### src/rtl/icache_refill_ctrl.sv
// Instruction-cache line refill controller: issues one IRAM burst per miss,
// writes returned words into the data array, forwards the critical word.
module icache_refill_ctrl #(
  parameter int PC_SIZE    = 32,
  parameter int WORD_W     = 32,
  parameter int LINE_WORDS = 8,
  localparam int OFS_W     = $clog2(LINE_WORDS)
) (
  input  logic               clk,
  input  logic               rst,
  input  logic               miss_req,
  input  logic [PC_SIZE-1:0] miss_pc,
  input  logic               abort,
  output logic               i_miss,
  output logic [PC_SIZE-1:0] iram_address,
  input  logic               word_ready,
  input  logic [WORD_W-1:0]  imem_word,
  output logic               fill_we,
  output logic [OFS_W-1:0]   fill_idx,
  output logic [WORD_W-1:0]  fill_data,
  output logic               fwd_valid,
  output logic [WORD_W-1:0]  fwd_word,
  output logic               fill_done,
  output logic               busy
);

  localparam logic [OFS_W:0] LAST_CNT = (OFS_W + 1)'(LINE_WORDS - 1);

  typedef enum logic [1:0] {
    IDLE = 2'd0,
    FILL = 2'd1,
    DONE = 2'd2
  } state_t;

  state_t             state_reg, state_next;
  logic [OFS_W:0]     cnt_reg, cnt_next;
  logic [OFS_W-1:0]   crit_reg, crit_next;
  logic [PC_SIZE-1:0] addr_reg, addr_next;
  logic               accept;
  logic               last_word;
  logic               crit_hit;

  logic               i_miss_reg;
  logic               fill_we_reg;
  logic [OFS_W-1:0]   fill_idx_reg;
  logic [WORD_W-1:0]  fill_data_reg;
  logic               fwd_valid_reg;
  logic [WORD_W-1:0]  fwd_word_reg;
  logic               fill_done_reg;
  logic               busy_reg;

  // The DONE exit edge also acts as an IDLE sample, so a held miss_req
  // restarts with i_miss low for exactly the single DONE cycle.
  always_comb begin
    state_next = state_reg;
    cnt_next   = cnt_reg;
    crit_next  = crit_reg;
    addr_next  = addr_reg;
    accept     = 1'b0;
    case (state_reg)
      IDLE, DONE: begin
        state_next = IDLE;
        if (miss_req && !abort) begin
          state_next = FILL;
          addr_next  = {miss_pc[PC_SIZE-1:OFS_W], {OFS_W{1'b0}}};
          crit_next  = miss_pc[OFS_W-1:0];
          cnt_next   = '0;
        end
      end
      FILL: begin
        if (abort) begin
          state_next = IDLE;
        end else if (word_ready) begin
          accept   = 1'b1;
          cnt_next = cnt_reg + (OFS_W + 1)'(1);
          if (cnt_reg == LAST_CNT) begin
            state_next = DONE;
          end
        end
      end
      default: state_next = IDLE;
    endcase
  end

  assign last_word = accept && (cnt_reg == LAST_CNT);
  assign crit_hit  = accept && (cnt_reg[OFS_W-1:0] == crit_reg);

  always_ff @(posedge clk) begin
    if (rst) begin
      state_reg     <= IDLE;
      cnt_reg       <= '0;
      crit_reg      <= '0;
      addr_reg      <= '0;
      i_miss_reg    <= 1'b0;
      fill_we_reg   <= 1'b0;
      fill_idx_reg  <= '0;
      fill_data_reg <= '0;
      fwd_valid_reg <= 1'b0;
      fwd_word_reg  <= '0;
      fill_done_reg <= 1'b0;
      busy_reg      <= 1'b0;
    end else begin
      state_reg     <= state_next;
      cnt_reg       <= cnt_next;
      crit_reg      <= crit_next;
      addr_reg      <= addr_next;
      i_miss_reg    <= (state_next == FILL);
      busy_reg      <= (state_next != IDLE);
      fill_we_reg   <= accept;
      fwd_valid_reg <= crit_hit;
      fill_done_reg <= last_word;
      if (accept) begin
        fill_idx_reg  <= cnt_reg[OFS_W-1:0];
        fill_data_reg <= imem_word;
      end
      if (crit_hit) begin
        fwd_word_reg <= imem_word;
      end
    end
  end

  assign i_miss       = i_miss_reg;
  assign iram_address = addr_reg;
  assign fill_we      = fill_we_reg;
  assign fill_idx     = fill_idx_reg;
  assign fill_data    = fill_data_reg;
  assign fwd_valid    = fwd_valid_reg;
  assign fwd_word     = fwd_word_reg;
  assign fill_done    = fill_done_reg;
  assign busy         = busy_reg;

endmodule

### config.mk
export PLATFORM = sky130hd
export DESIGN_NAME = icache_refill_ctrl
export DESIGN_NICKNAME = d
export VERILOG_FILES = /design/src/rtl/icache_refill_ctrl.sv
export SDC_FILE = /design/constraint.sdc
export NUM_CORES = 1
export LEC_CHECK = 0
export CAP_MARGIN = 20
export CORE_UTILIZATION = 25
export DETAILED_ROUTE_END_ITERATION = 8
export GPL_TIMING_DRIVEN = 0
export PLACE_DENSITY = 0.59
export SYNTH_ARGS = -nofsm -noshare
export SYNTH_HDL_FRONTEND = slang
export SYNTH_SLANG_ARGS = --single-unit
### constraint.sdc
create_clock -name clk -period 1.4 [get_ports clk]
set_input_delay 0.14 -clock clk [delete_from_list [all_inputs] [get_ports clk]]
set_output_delay 0.14 -clock clk [all_outputs]
set_load 0.01 [all_outputs]
==> impl_metrics.csv, run 1 <==
group,metric,value,unit
run_status,outcome,"finished, violations left",
run_status,violations,"setup timing",
detailed_routing,vias,3883,
timing,rsz0062_at_grt,"yes",
critical_path,rr_worst_depth,5,
timing,max_freq,661.9,MHz
yosys,yosys.area.top_type,"dfxtp_1",
critical_path,r2r_start,"state_reg[1]",
floorplan,pin_count,173,
timing,fin_tns_setup,-2.773,ns
cts,cts_buffer_depth,2,
yosys,syn-cell-area,4213,um^2
detailed_routing,final_antenna_net_count,0,
detailed_routing,avgViaCountPerCell,4.329,
yosys,synth_common_cells,"nand2_1 (134), dfxtp_1 (110), a21oi_1 (72), nand2b_1 (67), mux2i_1 (32)",
yosys,avgSynthCellArea,8.795,um^2
critical_path,worstSetupEndpointType,"flip-flop",
global_routing,grt_pass1_wl,20120,um
yosys,synth-main-ff-cell,"dfxtp_1",
yosys,synth_xor_area_share,0.6237,%
final_layout,fin_area,7017,um^2
detailed_routing,routed_wl,12970,um
timing,post-route-period-util,107.9,%
critical_path,r2r_end,"fwd_word[3]",
timing,layout_setup_ws,-0.1107,ns
timing,finalMaxSlewViolations,0,
pwr,p_per_area,916.3,nW/um^2
cts,clk_pin_slew,0.07,ns
final_layout,instances_no_fill,897,
timing,worstMarginPinSlew,0.5986,ns
cts,cts-htree-levels,3,
placed_design,gp_congestion,0.7467,
yosys,postSynthCellCount,479,
timing,finClkSkew,0.007346,ns
yosys,synth_top_cell_area_share,52.27,%
floorplan,core,16520,um^2
critical_path,start_kind,"flip-flop",
cts,cts_buffers,9,
yosys,muxShareOfSynthArea,7.603,%
timing,relSlewSlack,60.10,%
critical_path,critPathArrivalTime,1.78,ns
yosys,ys_seq_elements,110,
placed_design,io_buffers,168,
final_layout,layout-area-overhead-vs-synth,66.56,%
cts,clkSinkCount,110,
critical_path,cp.required,1.67,ns
final_layout,final_nets,742,
hold_path,hold_class,"in -> reg",
global_routing,antenna_found_initial,0,
placed_design,place_inst,869,
pwr,p_leak,3.548,nW
timing,period_needed,1.511,ns
cts,cts-root-buf,"clkbuf_16",
cts,cts_tree,"built",
global_routing,gr-total-overflow,0,
yosys,synthDistinctLibCells,28,
flow_run,maxCapViolCount,0,
floorplan,fp.dieArea,17370,um^2
yosys,synth-adder-area-share,0.2970,%
cts,cts_hold_buf,0,
critical_path,rrSetupSlack,-0.11,ns
detailed_routing,drt_first_pass_iters,4,
floorplan,num_rows,47,
yosys,yosysWarnings,0,
timing,hold_violations,0,
global_routing,grt_util_all_layers,14.63,%
placed_design,dp_hpwl,9407,um
final_layout,final_layout_size_suffix_gt1_share,12.11,%
yosys,synth_compound_area_share,9.177,%
placed_design,dpl-instance-area,6201,um^2
yosys,seq_area_frac_synth,52.27,%
timing,finalSetupViolCount,55,
floorplan,fp.dieH,131.8,um
global_routing,grt_max_degree,17,
floorplan,die_w,131.8,um
yosys,post-synth-top-count-cell,"nand2_1",
yosys,synth_area_leaders,"dfxtp_1 (52%), nand2_1 (12%), nand2b_1 (9.9%)",
critical_path,path_class,"reg -> reg",
detailed_routing,drt_iter0_markers,91,
floorplan,start_util,25.49,%
cts,clk_latency,0.35,ns
yosys,synth_edf_count,0,
pwr,ir_drop,0.0005326,V
detailed_routing,wl_per_cell,14.46,um
global_routing,grt_pass1_vias,3913,
yosys,synth_top_family_by_area,"simple AND/OR/NAND/NOR gates",
yosys,synth_simple_gate_area_share,25.63,%
yosys,synthArstFlopShare,0,%
placed_design,post-place-ws,-0.8406,ns
critical_path,cp-startpoint,"state_reg[1]",
critical_path,cp_max_fo,8,
final_layout,antenna_cells,0,
critical_path,crit_end,"fwd_word[3]",
detailed_routing,drc,0,
[worst min-delay path by stage]
stage	slack (ns)	startpoint	depth (start not counted)	to
final	0.29	rst	3	fwd_word[21]
after global routing	0.29	abort	4	iram_address[31]
after CTS	0.30	rst	3	fwd_word[21]
after detailed placement	0.45	fill_data[13]	2	fill_data[13]
after global placement	0.44	fill_data[14]	2	fill_data[14]
after floorplan	0.28	miss_pc[0]	2	crit_reg[0]
[per-stage QoR]
step	power, mW	hold slack [ns]	utilization [%]
after floorplan	3.602	0.2760	-
after global placement	4.022	0.4419	37.53
after detailed placement	4.035	0.4468	37.53
after CTS	6.461	0.2974	39.93
after global routing	6.738	0.2922	42.46
final	6.429	0.2904	42.46
[worst max-delay path, cell delays in order (launching register included)]
cell and delay [ns]:
dfxtp_2 0.33, nand4bb_4 0.21, nor4_4 0.30, buf_6 0.23, clkbuf_16 0.18, mux2i_1 0.19
[cell usage in the layout (no fill, tap or decap), types with 4 or more instances in the layout]
| cell | synthesis | layout |
|---|---|---|
| nand2_1 | 134 | 123 |
| dlygate4sd2_1 | 0 | 17 |
| clkbuf_1 | 23 | 16 |
| nand2_4 | 0 | 10 |
| nand2b_1 | 67 | 67 |
| buf_6 | 3 | 6 |
| mux2i_1 | 32 | 32 |
| a21oi_1 | 72 | 61 |
| dlymetal6s2s_1 | 0 | 61 |
| clkbuf_16 | 0 | 12 |
| nand3_1 | 4 | 4 |
| buf_4 | 3 | 14 |
| dfxtp_1 | 110 | 106 |
| a21oi_2 | 0 | 11 |
| clkdlybuf4s50_1 | 0 | 90 |
[cell type report]
type | instances | area [um^2]
tap | 220 | 275.3
fill | 1605 | 9508
multi-input combinational | 334 | 1983
sequential | 110 | 2210
clock buffer | 12 | 246.5
timing repair buffer | 181 | 1994
buffer | 36 | 285.3
clock inverter | 4 | 22.52
[cell families (layout without fill, tap and decap cells)]
| group | after synthesis | in the layout |
|---|---|---|
| AO/OA/AOI/OAI | 75 | 75 |
| multiplexers | 32 | 32 |
| adder cells (fa/ha/maj) | 1 | 1 |
| AND/OR/NAND/NOR | 220 | 220 |
| XOR/XNOR | 3 | 3 |
| buffers and inverters | 37 | 233 |
| flip-flops | 110 | 110 |
| other | 1 | 3 |
[per-layer routing]
layer	routed length, um	global-route usage [%]
met2	6421	24.84
met3	717	3.998
met4	149	5.297
met5	0	0
met1	5683	17.67
[what timing repair did]
| action | 4_1_cts | 5_1_grt |
|---|---|---|
| setup endpoints to repair | 112 | 131 |
| buffers inserted | 8 | 1 |
| resized for setup | 44 | 124 |
| gates cloned | 1 | 3 |
| pin swaps | 2 | 22 |
[power breakdown]
part | switching, mW | internal [mW]
Sequential | 0.0482 | 3.20
Combinational | 0.342 | 0.452
Clock | 1.13 | 1.25
Total | 1.52 | 4.90
No activity file was read; power rests on OpenSTA's default activity.
==> run 2, diff against run 1 <==
--- a/config.mk
+++ b/config.mk
@@ -9,7 +9,6 @@
 export CORE_UTILIZATION = 25
 export DETAILED_ROUTE_END_ITERATION = 8
 export GPL_TIMING_DRIVEN = 0
-export PLACE_DENSITY = 0.59
 export SYNTH_ARGS = -nofsm -noshare
 export SYNTH_HDL_FRONTEND = slang
 export SYNTH_SLANG_ARGS = --single-unit
==> run 2 against run 1 <==
The run still ends with setup timing left. Highest routed layer unchanged. Clock skew is 0.0024 ns higher. Clock-buffer cell count did not move. Worst hold slack got worse by 0.021 ns.
==> impl_metrics.csv, run 2 (same netlist as run 1, synthesis figures left out) <==
group,metric,value,unit
final_layout,layout-area-overhead-vs-synth,64.30,%
timing,post-route-period-util,107.8,%
final_layout,fin_area,6922,um^2
timing,rsz0062_at_grt,"yes",
cts,cts-htree-levels,3,
pwr,switching_share,23.66,%
global_routing,grt_util_all_layers,14.64,%
detailed_routing,vias,3890,
timing,finClkSkew,0.009714,ns
pwr,comb_power_share,11.4,%
timing,hold_violations,0,
detailed_routing,drc,0,
placed_design,gp_congestion,0.7626,
detailed_routing,drt_first_pass_iters,4,
timing,finalMaxSlewViolations,0,
placed_design,place_inst,869,
flow_run,maxCapViolCount,0,
placed_design,post-place-ws,-0.7897,ns
cts,cts_buffers,9,
final_layout,layout_common_cells,"nand2_1 (134), dfxtp_1 (105), clkdlybuf4s50_1 (91), a21oi_1 (72), nand2b_1 (67)",
hold_path,hold_class,"in -> reg",
final_layout,final_core_util,41.89,%
pwr,switchingPower,1.530,mW
cts,clkSinkCount,110,
timing,layout_setup_ws,-0.1088,ns
pwr,p_leak,3.555,nW
detailed_routing,wl_per_cell,14.20,um
global_routing,antenna_found_initial,0,
run_status,violations,"setup timing",
detailed_routing,routed_wl,12770,um
cts,clk_latency,0.35,ns
pwr,seq_power_share,50.1,%
timing,worstMarginPinSlew,0.5965,ns
timing,finalHoldWorstSlack,0.2695,ns
final_layout,final_layout_size_suffix_gt1_share,9.426,%
placed_design,io_buffers,168,
critical_path,max_stage_delay,0.36,ns
critical_path,worst_path_most_repeated_cell,"buf_12",
critical_path,start_kind,"flip-flop",
floorplan,fp.dieArea,17370,um^2
final_layout,layout.cells.most_common,"nand2_1",
cts,cts-root-buf,"clkbuf_16",
floorplan,start_util,25.49,%
floorplan,fp.dieH,131.8,um
placed_design,dp_hpwl,9242,um
detailed_routing,final_antenna_net_count,0,
critical_path,slowest_stage,"dfxtp_4",
global_routing,grt_pass1_vias,3866,
critical_path,path_cells,"xor2_2 > nor4_4 > buf_6 > buf_12 > buf_12 > mux2i_1",
final_layout,instances_no_fill,899,
floorplan,num_rows,47,
pwr,clkPwrFrac,38.5,%
critical_path,cp_max_fo,5,
final_layout,antenna_cells,0,
critical_path,worstSetupEndpointType,"flip-flop",
pwr,ir_drop,0.0005649,V
critical_path,path_class,"reg -> reg",
floorplan,die_w,131.8,um
placed_design,dpl-instance-area,6201,um^2
critical_path,cp.required,1.67,ns
run_status,outcome,"finished, violations left",
cts,cts_tree,"built",
global_routing,grt_max_degree,18,
critical_path,cp_num_buf_inv,3,
pwr,p_per_area,934.0,nW/um^2
timing,period_needed,1.509,ns
global_routing,gr-total-overflow,0,
final_layout,final_nets,744,
detailed_routing,drt_iter0_markers,155,
cts,clk_pin_slew,0.07,ns
timing,relSlewSlack,60.23,%
detailed_routing,avgViaCountPerCell,4.327,
critical_path,critPathArrivalTime,1.78,ns
pwr,power.internal,4.935,mW
critical_path,cpLargestDelayFamily,"buffers and inverters",
cts,cts_buffer_depth,2,
floorplan,pin_count,173,
floorplan,core,16520,um^2
timing,max_freq,662.8,MHz
timing,finalSetupViolCount,25,
global_routing,grt_pass1_wl,20050,um
run 2: cell types whose count changed in the layout (fill, tap and decap cells not counted), sizes merged:
cell,previous run,this run
dlymetal6s2s,61,64
inv,0,2
dlygate4sd2,17,13
clkinv,3,2
clkinvlp,1,0
buf,28,30
clkdlybuf4s50,90,91
run 2: final timing paths:
path | slack, ns | startpoint | cells past startpoint | to
max | -0.11 | cnt_reg[2] | 6 | fwd_word[14]
max reg2reg | -0.11 | cnt_reg[2] | 6 | fwd_word[14]
min | 0.27 | abort | 4 | crit_reg[2]
min reg2reg | 0.45 | iram_address[14] | 2 | iram_address[14]
run 2: cell type report:
cell class | count | area, um^2
Buffer | 34 | 249.0
Clock inverter | 4 | 27.53
Timing Repair Buffer | 185 | 2027
Sequential cell | 110 | 2216
Fill cell | 1631 | 9603
Multi-Input combinational cell | 334 | 1871
Clock buffer | 12 | 256.5
Tap cell | 220 | 275.3
run 2: worst reg2reg max path, delay by kind of cell, from the launching register on:
family | cells | cell delay [ns]
xor+xnor | 1 | 0.16
buf+inv | 3 | 0.43
flops | 1 | 0.36
mux | 1 | 0.19
simple gates | 1 | 0.31
run 2: timing repair:
action	in CTS	in global routing
hold buffers	0	0
buffers inserted	13	2
cloned	2	1
pin swaps	2	1
resized for setup	45	77
endpoints found under the setup margin	107	149
hold endpoints to repair	0	0
run 2: layer usage:
layer	share of wire, %	track usage [%]	up-vias	routed length [um]
met5	0	0	-	0
met4	1.3	4.522	0	160
met3	6.4	4.498	12	812
met2	48	24.90	124	6169
met1	44	17.62	1815	5623
li1	-	-	1939	-
run 2: power by group through the flow:
stage	Clock, mW	Combinational [mW]	Sequential, mW
after global routing	2.71	0.805	3.25
after floorplan	0	0.255	3.35
after global placement	0	0.708	3.31
final	2.49	0.740	3.24
after CTS	2.58	0.755	3.24
after detailed placement	0	0.717	3.32
run 2: stage by stage:
stage          setup TNS [ns]  power, mW
3_3_place_gp           -54.24      4.022
2_1_floorplan          -2.811      3.602
3_5_place_dp           -58.09      4.035
5_1_grt                -4.083      6.765
4_1_cts                -1.252      6.579
6_report               -1.434      6.465
